==> src/rtl/bcd_e3_seq_ctrl.sv <==
// Digit-serial 8421 -> Excess-3 sequencer: walks a packed BCD word LSD first
// through one shared external converter and returns the assembled result.
module bcd_e3_seq_ctrl #(
   parameter int NDIG = 4
) (
   input  logic                clk,
   input  logic                rst,
   input  logic                in_valid,
   output logic                in_ready,
   input  logic [4*NDIG-1:0]   bcd_in,
   output logic [3:0]          dp_bcd,
   input  logic [3:0]          dp_s,
   output logic                out_valid,
   input  logic                out_ready,
   output logic [4*NDIG-1:0]   e3_out,
   output logic [NDIG-1:0]     err_mask,
   output logic                err,
   output logic                busy
);

   localparam int IW = (NDIG > 1) ? $clog2(NDIG) : 1;
   localparam logic [IW-1:0] LAST = IW'(NDIG - 1);

   typedef enum logic [1:0] {
      IDLE = 2'd0,
      CONV = 2'd1,
      DONE = 2'd2
   } state_t;

   state_t              state;
   logic [IW-1:0]       idx;
   logic [4*NDIG-1:0]   pend;

   function automatic logic bcd_invalid(input logic [3:0] d);
      return (d > 4'd9);
   endfunction

   assign err = |err_mask;

   // pend holds the digits not yet presented; dp_bcd is always the digit at idx
   // while in CONV, so the converter output can be stored on the same edge.
   always_ff @(posedge clk) begin
      if (rst) begin
         state     <= IDLE;
         idx       <= '0;
         e3_out    <= '0;
         err_mask  <= '0;
         dp_bcd    <= 4'd0;
         in_ready  <= 1'b1;
         out_valid <= 1'b0;
         busy      <= 1'b0;
      end else begin
         case (state)
            IDLE: begin
               if (in_valid) begin
                  pend      <= bcd_in >> 4;
                  dp_bcd    <= bcd_in[3:0];
                  e3_out    <= '0;
                  err_mask  <= '0;
                  idx       <= '0;
                  in_ready  <= 1'b0;
                  busy      <= 1'b1;
                  state     <= CONV;
               end
            end
            CONV: begin
               for (int i = 0; i < NDIG; i++) begin
                  if (idx == IW'(i)) begin
                     e3_out[4*i +: 4] <= dp_s;
                     err_mask[i]      <= bcd_invalid(dp_bcd);
                  end
               end
               if (idx == LAST) begin
                  dp_bcd    <= 4'd0;
                  out_valid <= 1'b1;
                  state     <= DONE;
               end else begin
                  idx    <= idx + 1'b1;
                  dp_bcd <= pend[3:0];
                  pend   <= pend >> 4;
               end
            end
            DONE: begin
               if (out_ready) begin
                  out_valid <= 1'b0;
                  busy      <= 1'b0;
                  in_ready  <= 1'b1;
                  state     <= IDLE;
               end
            end
            default: begin
               state     <= IDLE;
               dp_bcd    <= 4'd0;
               in_ready  <= 1'b1;
               out_valid <= 1'b0;
               busy      <= 1'b0;
            end
         endcase
      end
   end

endmodule
==> config.mk <==
export PLATFORM = sky130hd
export DESIGN_NAME = bcd_e3_seq_ctrl
export DESIGN_NICKNAME = d
export VERILOG_FILES = /design/src/rtl/bcd_e3_seq_ctrl.sv
export SDC_FILE = /design/constraint.sdc
export NUM_CORES = 1
export LEC_CHECK = 0
export CORE_ASPECT_RATIO = 0.9
export CORE_MARGIN = 2
export CORE_UTILIZATION = 45
export CTS_CLUSTER_DIAMETER = 60
export CTS_CLUSTER_SIZE = 20
export DETAILED_ROUTE_END_ITERATION = 10
export PLACE_DENSITY = 0.74
export SYNTH_ARGS = -nofsm -noshare
export SYNTH_HDL_FRONTEND = slang
export SYNTH_SLANG_ARGS = --single-unit
==> constraint.sdc <==
create_clock -name clk -period 2.95 [get_ports clk]
set_clock_uncertainty 0.05 [all_clocks]
set_input_delay 0.59 -clock clk [delete_from_list [all_inputs] [get_ports clk]]
set_output_delay 0.59 -clock clk [all_outputs]
set_load 0.1 [all_outputs]
==> results of run 1 <==
==> worst min path at each step <==
stage | from | endpoint | slack, ps | cells after the start
finish | e3_out[5]$_SDFFE_PP0P_ | e3_out[5]$_SDFFE_PP0P_ | 430 | 2
global route | e3_out[2]$_SDFFE_PP0P_ | e3_out[2]$_SDFFE_PP0P_ | 450 | 2
CTS | e3_out[11]$_SDFFE_PP0P_ | e3_out[11]$_SDFFE_PP0P_ | 430 | 2
detailed placement | e3_out[11]$_SDFFE_PP0P_ | e3_out[11]$_SDFFE_PP0P_ | 420 | 2
global placement | e3_out[8]$_SDFFE_PP0P_ | e3_out[8]$_SDFFE_PP0P_ | 420 | 2
floorplan | pend[0]$_DFFE_PP_ | dp_bcd[0]$_SDFFE_PP0P_ | 440 | 2
==> cells in the mapped netlist, types with 2 or more instances <==
cell,n
sky130_fd_sc_hd__a21oi_1,25
sky130_fd_sc_hd__a22oi_1,4
sky130_fd_sc_hd__and2b_1,3
sky130_fd_sc_hd__buf_2,3
sky130_fd_sc_hd__buf_6,4
sky130_fd_sc_hd__clkbuf_1,2
sky130_fd_sc_hd__dfxtp_1,31
sky130_fd_sc_hd__edfxtp_1,12
sky130_fd_sc_hd__ha_1,5
sky130_fd_sc_hd__inv_1,4
sky130_fd_sc_hd__mux2_2,8
sky130_fd_sc_hd__mux2i_1,5
sky130_fd_sc_hd__nand2_1,2
sky130_fd_sc_hd__nand2b_1,3
sky130_fd_sc_hd__nand3_1,16
sky130_fd_sc_hd__nand3b_1,4
sky130_fd_sc_hd__nor2_1,4
sky130_fd_sc_hd__nor2b_1,5
sky130_fd_sc_hd__o211ai_1,4
sky130_fd_sc_hd__o21ai_0,19
sky130_fd_sc_hd__o31ai_1,4
==> power groups by stage <==
stage / clock [mW] / sequential [mW] / combinational, mW
3_5_place_dp: 0 / 0.665 / 0.242
3_3_place_gp: 0 / 0.664 / 0.240
4_1_cts: 0.387 / 0.651 / 0.243
2_1_floorplan: 0 / 0.744 / 0.0934
6_report: 0.379 / 0.651 / 0.242
5_1_grt: 0.407 / 0.655 / 0.258
==> per-stage QoR <==
step / power [mW] / cells / utilization
6_report: 1.27 / 283 / 0.601
5_1_grt: 1.32 / 283 / 0.601
4_1_cts: 1.28 / 283 / 0.601
3_5_place_dp: 0.907 / 275 / 0.579
3_3_place_gp: 0.903 / 275 / 0.579
2_1_floorplan: 0.837 / 184 / -
==> registers in the layout, indices dropped and copies added (netlist names) <==
name and cells:
busy 1, state 2, dp_bcd 4, out_valid 1, idx 2, e3_out 16, in_ready 1, err_mask 4
pend 12
==> cell type report <==
class	count	area, um^2	area share
clock buffers	7	86.3	0.0348
flip-flops and latches	43	981	0.395
well taps	48	60.1	0.0242
inverters	4	15.0	0.00605
multi-input cells	125	863	0.348
repair buffers	55	470	0.190
clock inverters	1	5.00	0.00202
==> layer usage <==
layer  wire [um]  vias to the layer above  share of wire
met4          70                        0          0.017
met3         196                        6          0.047
met1        2010                      720           0.48
met2        1890                       38           0.45
met5           0                        -              0
li1            -                      778              -
==> worst reg2reg max path, cell delays in order, from the launching register on <==
cell	delay (ps)
sky130_fd_sc_hd__dfxtp_1	740
sky130_fd_sc_hd__buf_4	380
sky130_fd_sc_hd__nor3b_2	120
sky130_fd_sc_hd__a22oi_1	220
sky130_fd_sc_hd__a21oi_1	100
==> kinds of logic (layout without fill, tap and decap cells) <==
group	count (synthesis)	count (layout)	synth area share
and+or+nand+nor	45	45	0.145
buffers and inverters	16	67	0.0553
DFF	43	43	0.504
AOI/OAI and AO/OA	62	62	0.192
muxes	13	13	0.0720
adders and majority gates	5	5	0.0321
==> flow_metrics.tcl, run 1 <==
set metrics [dict create \
    routed_wl_mm 4.17 \
    dr.first_iter.drc_count 90 \
    gp_congestion 0.752 \
    cts_tree "yes" \
    setup.worst_path.start_class "register" \
    dieWidth_um 73.3 \
    proportion_of_synthesized_flip_flops_having_asynchronous_set_or_reset 0 \
    synth.area.top_cells "sky130_fd_sc_hd__dfxtp_1, sky130_fd_sc_hd__edfxtp_1, sky130_fd_sc_hd__a21oi_1, sky130_fd_sc_hd__o21ai_0, sky130_fd_sc_hd__mux2_2" \
    n_fill_cell 371 \
    layout-drive-gt1-share 0.221 \
    prevailing_post_synth_register_cell "sky130_fd_sc_hd__dfxtp_1" \
    setup_violations 0 \
    number_of_synthesized_flops_with_an_enable_pin 12 \
    fin_nets 263 \
    antenna_cells 0 \
    worst-path-stages 2 \
    max_slew.worst_pin.slew_ps 644 \
    min_period_over_period 0.683 \
    start_util 0.472 \
    final.setup.tns_ps 0 \
    cts_num_sinks 43 \
    grt_util_met3 0.0412 \
    combinationalPowerShare 0.190 \
    floorplan.core_area_mm2 0.00413 \
    slew_headroom 0.570 \
    place_ws_ps 777 \
    run_status "finished clean" \
    clk_tree_root_cell "sky130_fd_sc_hd__clkbuf_8" \
    timing.hold.worst.class "reg -> reg" \
    drc 0 \
    postSynthAreaPerCell_um2 10.6 \
    grtUsageMet1 0.264 \
    syn_area_mm2 0.00195 \
    clk_latency_ps 300 \
    critical_path_required_ps 2310 \
    worst_setup_path_startpoint "err_mask[3]$_SDFFE_PP0P_" \
    worst_r2r_startpoint "state[1]$_SDFFE_PP0P_" \
    num_rows 22 \
    p_int_mw 0.907 \
    postCtsSetupRepairBufs 0 \
    groute.usage.overall 0.186 \
    placement.io_buffers 51 \
    synth-seq-cells 43 \
    most_common_cell_after_layout_fill_and_taps_aside "sky130_fd_sc_hd__buf_4" \
    dpl-instance-area_mm2 0.00239 \
    ir_drop_uv 358 \
    layout.cells.most_common_list "sky130_fd_sc_hd__buf_4, sky130_fd_sc_hd__dfxtp_1, sky130_fd_sc_hd__a21oi_1, sky130_fd_sc_hd__clkdlybuf4s50_1, sky130_fd_sc_hd__o21ai_0" \
    period_minus_slack_ps 2010 \
    endpoint "err" \
    routed_wire_length_per_instance_um 14.7 \
    die-height_um 66.4 \
    syn_inst 184 \
    postCtsHoldBufs 0 \
    worst_hold_slack_ps 430 \
    power.switching_fraction 0.287 \
    clock_tree.buffer_depth 2 \
    pin_count 52 \
    vias 1542 \
    routed_via_density 5.45 \
    crit_path_cell_trace "or4_1, buf_4" \
    area.growth.synth_to_final_pct 27.4 \
    ys.warnings.count 0 \
    netlist.top_cell.by_area "sky130_fd_sc_hd__dfxtp_1" \
    power_density_mw_per_mm2 513 \
    cp_slowest_cell "sky130_fd_sc_hd__or4_1" \
    final_antenna_net_count 0 \
    regToRegSetupSlack_ps 1210 \
    grt_pass1_vias 1368 \
    post_cts.resized_instances 0 \
    setup.worst_path.class "reg -> out" \
    critical_path.max_fanout 3 \
    count_of_endpoints_failing_hold_in_the_final_timing_report 0 \
    groute.layer.met2.usage 0.274 \
    r2r-end "dp_bcd[3]$_SDFFE_PP0P_" \
    achievable-frequency_ghz 0.497 \
    grt_pass1_wl_mm 6.80 \
    grt_antenna_before_repair 0 \
    setup_repair_after_global_routing_missed_its_margin "false" \
    share_seq_of_total_power 0.512 \
    share_of_yosys_cell_area_claimed_by_the_top_area_cell_type 0.319 \
    critical_path_buf_inv_count 1 \
    min_setup_slack_post_route_ps 936 \
    slew_violations 0 \
    power.clock.fraction 0.298 \
    switching_power_mw 0.366 \
    maxCapViolations 0 \
    seq_area_frac_synth 0.504 \
    fin_area_mm2 0.00248 \
    global_route.peak_usage_layer "met2" \
    detailedRoute.firstPassIterationCount 4 \
    p_leak_nw 0.941 \
    path_clk_slew_ps 70 \
    crit_arrival_ps 1370 \
    cts_made_buffers 5 \
    worstSetupEndpointType "output pin" \
    dp.final_hpwl_mm 3.03 \
    worst_path_largest_cell_delay_ps 510 \
    synth.net_count 213 \
    post_synth_num_cell_types 38 \
    floorplan.die_area_mm2 0.00487 \
    grt_max_degree 36 \
    htree_levels 2 \
    grt_overflow 0 \
    crit_family "simple AND/OR/NAND/NOR gates" \
    worstRegToRegCells 4 \
]
Note: power is estimated with default switching activity, not from simulation.
==> inputs of run 2 (changes only) <==
- CORE_UTILIZATION: 45 -> 43
- clock period: 2.95 -> 1.6 ns (I/O delays scaled with it)
==> flow_metrics.tcl, run 2 (synthesis results as in run 1) <==
set metrics [dict create \
    layout-drive-gt1-share 0.314 \
    cts_num_sinks 43 \
    dp.final_hpwl_mm 3.43 \
    worst_hold_slack_ps 460 \
    ir_drop_uv 619 \
    min_period_over_period 1.09 \
    maxCapViolations 0 \
    slew_violations 0 \
    largest-register "e3_out" \
    setup_repair_after_global_routing_missed_its_margin "true" \
    period_minus_slack_ps 1740 \
    pin_count 52 \
    clk_tree_root_cell "sky130_fd_sc_hd__clkbuf_8" \
    grt_overflow 0 \
    layout.cells.most_common_list "sky130_fd_sc_hd__buf_12, sky130_fd_sc_hd__a21oi_1, sky130_fd_sc_hd__dfxtp_1, sky130_fd_sc_hd__clkdlybuf4s50_1, sky130_fd_sc_hd__buf_4" \
    max_slew.worst_pin.slew_ps 380 \
    dp.cells 307 \
    routed_via_density 5.16 \
    critical_path_buf_inv_count 1 \
    area.growth.synth_to_final_pct 56.3 \
    largest_register_ffs 16 \
    grt_max_degree 27 \
    place_ws_ps -162 \
    grt_pass1_wl_mm 7.25 \
    gp_congestion 0.791 \
    achievable-frequency_ghz 0.576 \
    critical_path.max_fanout 2 \
    min_setup_slack_post_route_ps -137 \
    antenna_cells 0 \
    path_clk_slew_ps 70 \
    num_rows 23 \
    setup.worst_path.class "reg -> out" \
    critical_path_required_ps 1230 \
    setup_violations 1 \
    timing.hold.worst.class "reg -> reg" \
    timing.hold.worst.start "busy$_SDFFE_PP0P_" \
    routed_wl_mm 4.57 \
    p_leak_nw 1.12 \
    crit_arrival_ps 1370 \
    worst_path_largest_cell_delay_ps 540 \
    cts_tree "yes" \
    final_antenna_net_count 0 \
    routed_wire_length_per_instance_um 14.4 \
    cp_slowest_cell "sky130_fd_sc_hd__or4_4" \
    detailedRoute.firstPassIterationCount 5 \
    floorplan.die_area_mm2 0.00508 \
    clock_tree.buffer_depth 2 \
    fin_area_mm2 0.00304 \
    htree_levels 2 \
    worstSetupEndpointType "output pin" \
    run_status "complete, but fails checks" \
    clk_latency_ps 300 \
    dieWidth_um 74.9 \
    failed_checks "negative setup slack" \
    most_common_cell_after_layout_fill_and_taps_aside "sky130_fd_sc_hd__buf_12" \
    drc 0 \
    slew_headroom 0.746 \
    worst_setup_path_startpoint "err_mask[2]$_SDFFE_PP0P_" \
    die-height_um 67.8 \
    fin_nets 283 \
    crit_family "simple AND/OR/NAND/NOR gates" \
    stdcell_count 317 \
    crit_path_cell_trace "or4_4, buf_12" \
    floorplan.core_area_mm2 0.00440 \
    cts_made_buffers 5 \
    power_density_mw_per_mm2 798 \
    largestRegisters "e3_out x16, pend x12" \
    n_fill_cell 313 \
    worst_r2r_startpoint "idx[1]$_SDFFE_PP0P_" \
    placement.io_buffers 51 \
    count_of_endpoints_failing_hold_in_the_final_timing_report 0 \
    grt_antenna_before_repair 0 \
    vias 1637 \
    setup.worst_path.start_class "register" \
    dpl-instance-area_mm2 0.00294 \
    groute.usage.overall 0.190 \
    start_util 0.442 \
    grt_pass1_vias 1599 \
    dr.first_iter.drc_count 124 \
    final.setup.tns_ps -137 \
]
[run 2: cell count changes in the layout (fill, tap and decap cells not counted), sizes merged]
cell and change:
buf +20
[run 2: path summary, 6_finish.rpt]
kind	to	slack, ps	cells after the start
max	err	-140	2
min	busy$_SDFFE_PP0P_	460	2
max reg2reg	pend[7]$_DFFE_PP_	130	4
min reg2reg	busy$_SDFFE_PP0P_	460	2
[run 2: worst reg2reg max path, cell delays in order, from the launching register on]
cell and delay (ps):
sky130_fd_sc_hd__dfxtp_2 370, sky130_fd_sc_hd__ha_4 190, sky130_fd_sc_hd__nand2b_1 170, sky130_fd_sc_hd__a211oi_4 250, sky130_fd_sc_hd__buf_12 170
[run 2: where the power goes]
part / leakage [nW] / internal, mW / switching (mW)
Combinational: 0.710 / 0.251 / 0.308
Clock: 0.0422 / 0.306 / 0.351
Sequential: 0.370 / 1.17 / 0.0416
[run 2: final cells by class]
type	count	area, um^2	share of cell area
clock buffer	7	76.3	0.0251
clock inverter	1	5.00	0.00164
inverter	4	15.0	0.00493
multi-input combinational	125	887	0.292
sequential	43	995	0.327
tap	62	77.6	0.0255
timing repair buffer	75	987	0.324
[run 2: stage by stage]
step,util,power (mW)
6_report,0.691,2.43
5_1_grt,0.691,2.52
4_1_cts,0.690,2.44
3_5_place_dp,0.668,1.79
3_3_place_gp,0.668,1.78
2_1_floorplan,-,1.55
[run 2: layer usage]
layer  vias up  wire [um]  track usage
met4         0         87       0.0804
met3         7        192       0.0383
met1       773       2040        0.251
li1        813          -            -
met2        44       2250        0.305
met5         -          0            0
[run 2: what timing repair did]
action	in CTS	in global routing
resized for setup	0	3
endpoints found under the setup margin	1	6
hold buffers	0	0
buffers inserted	2	0
hold endpoints to repair	0	0
pin swaps	1	0
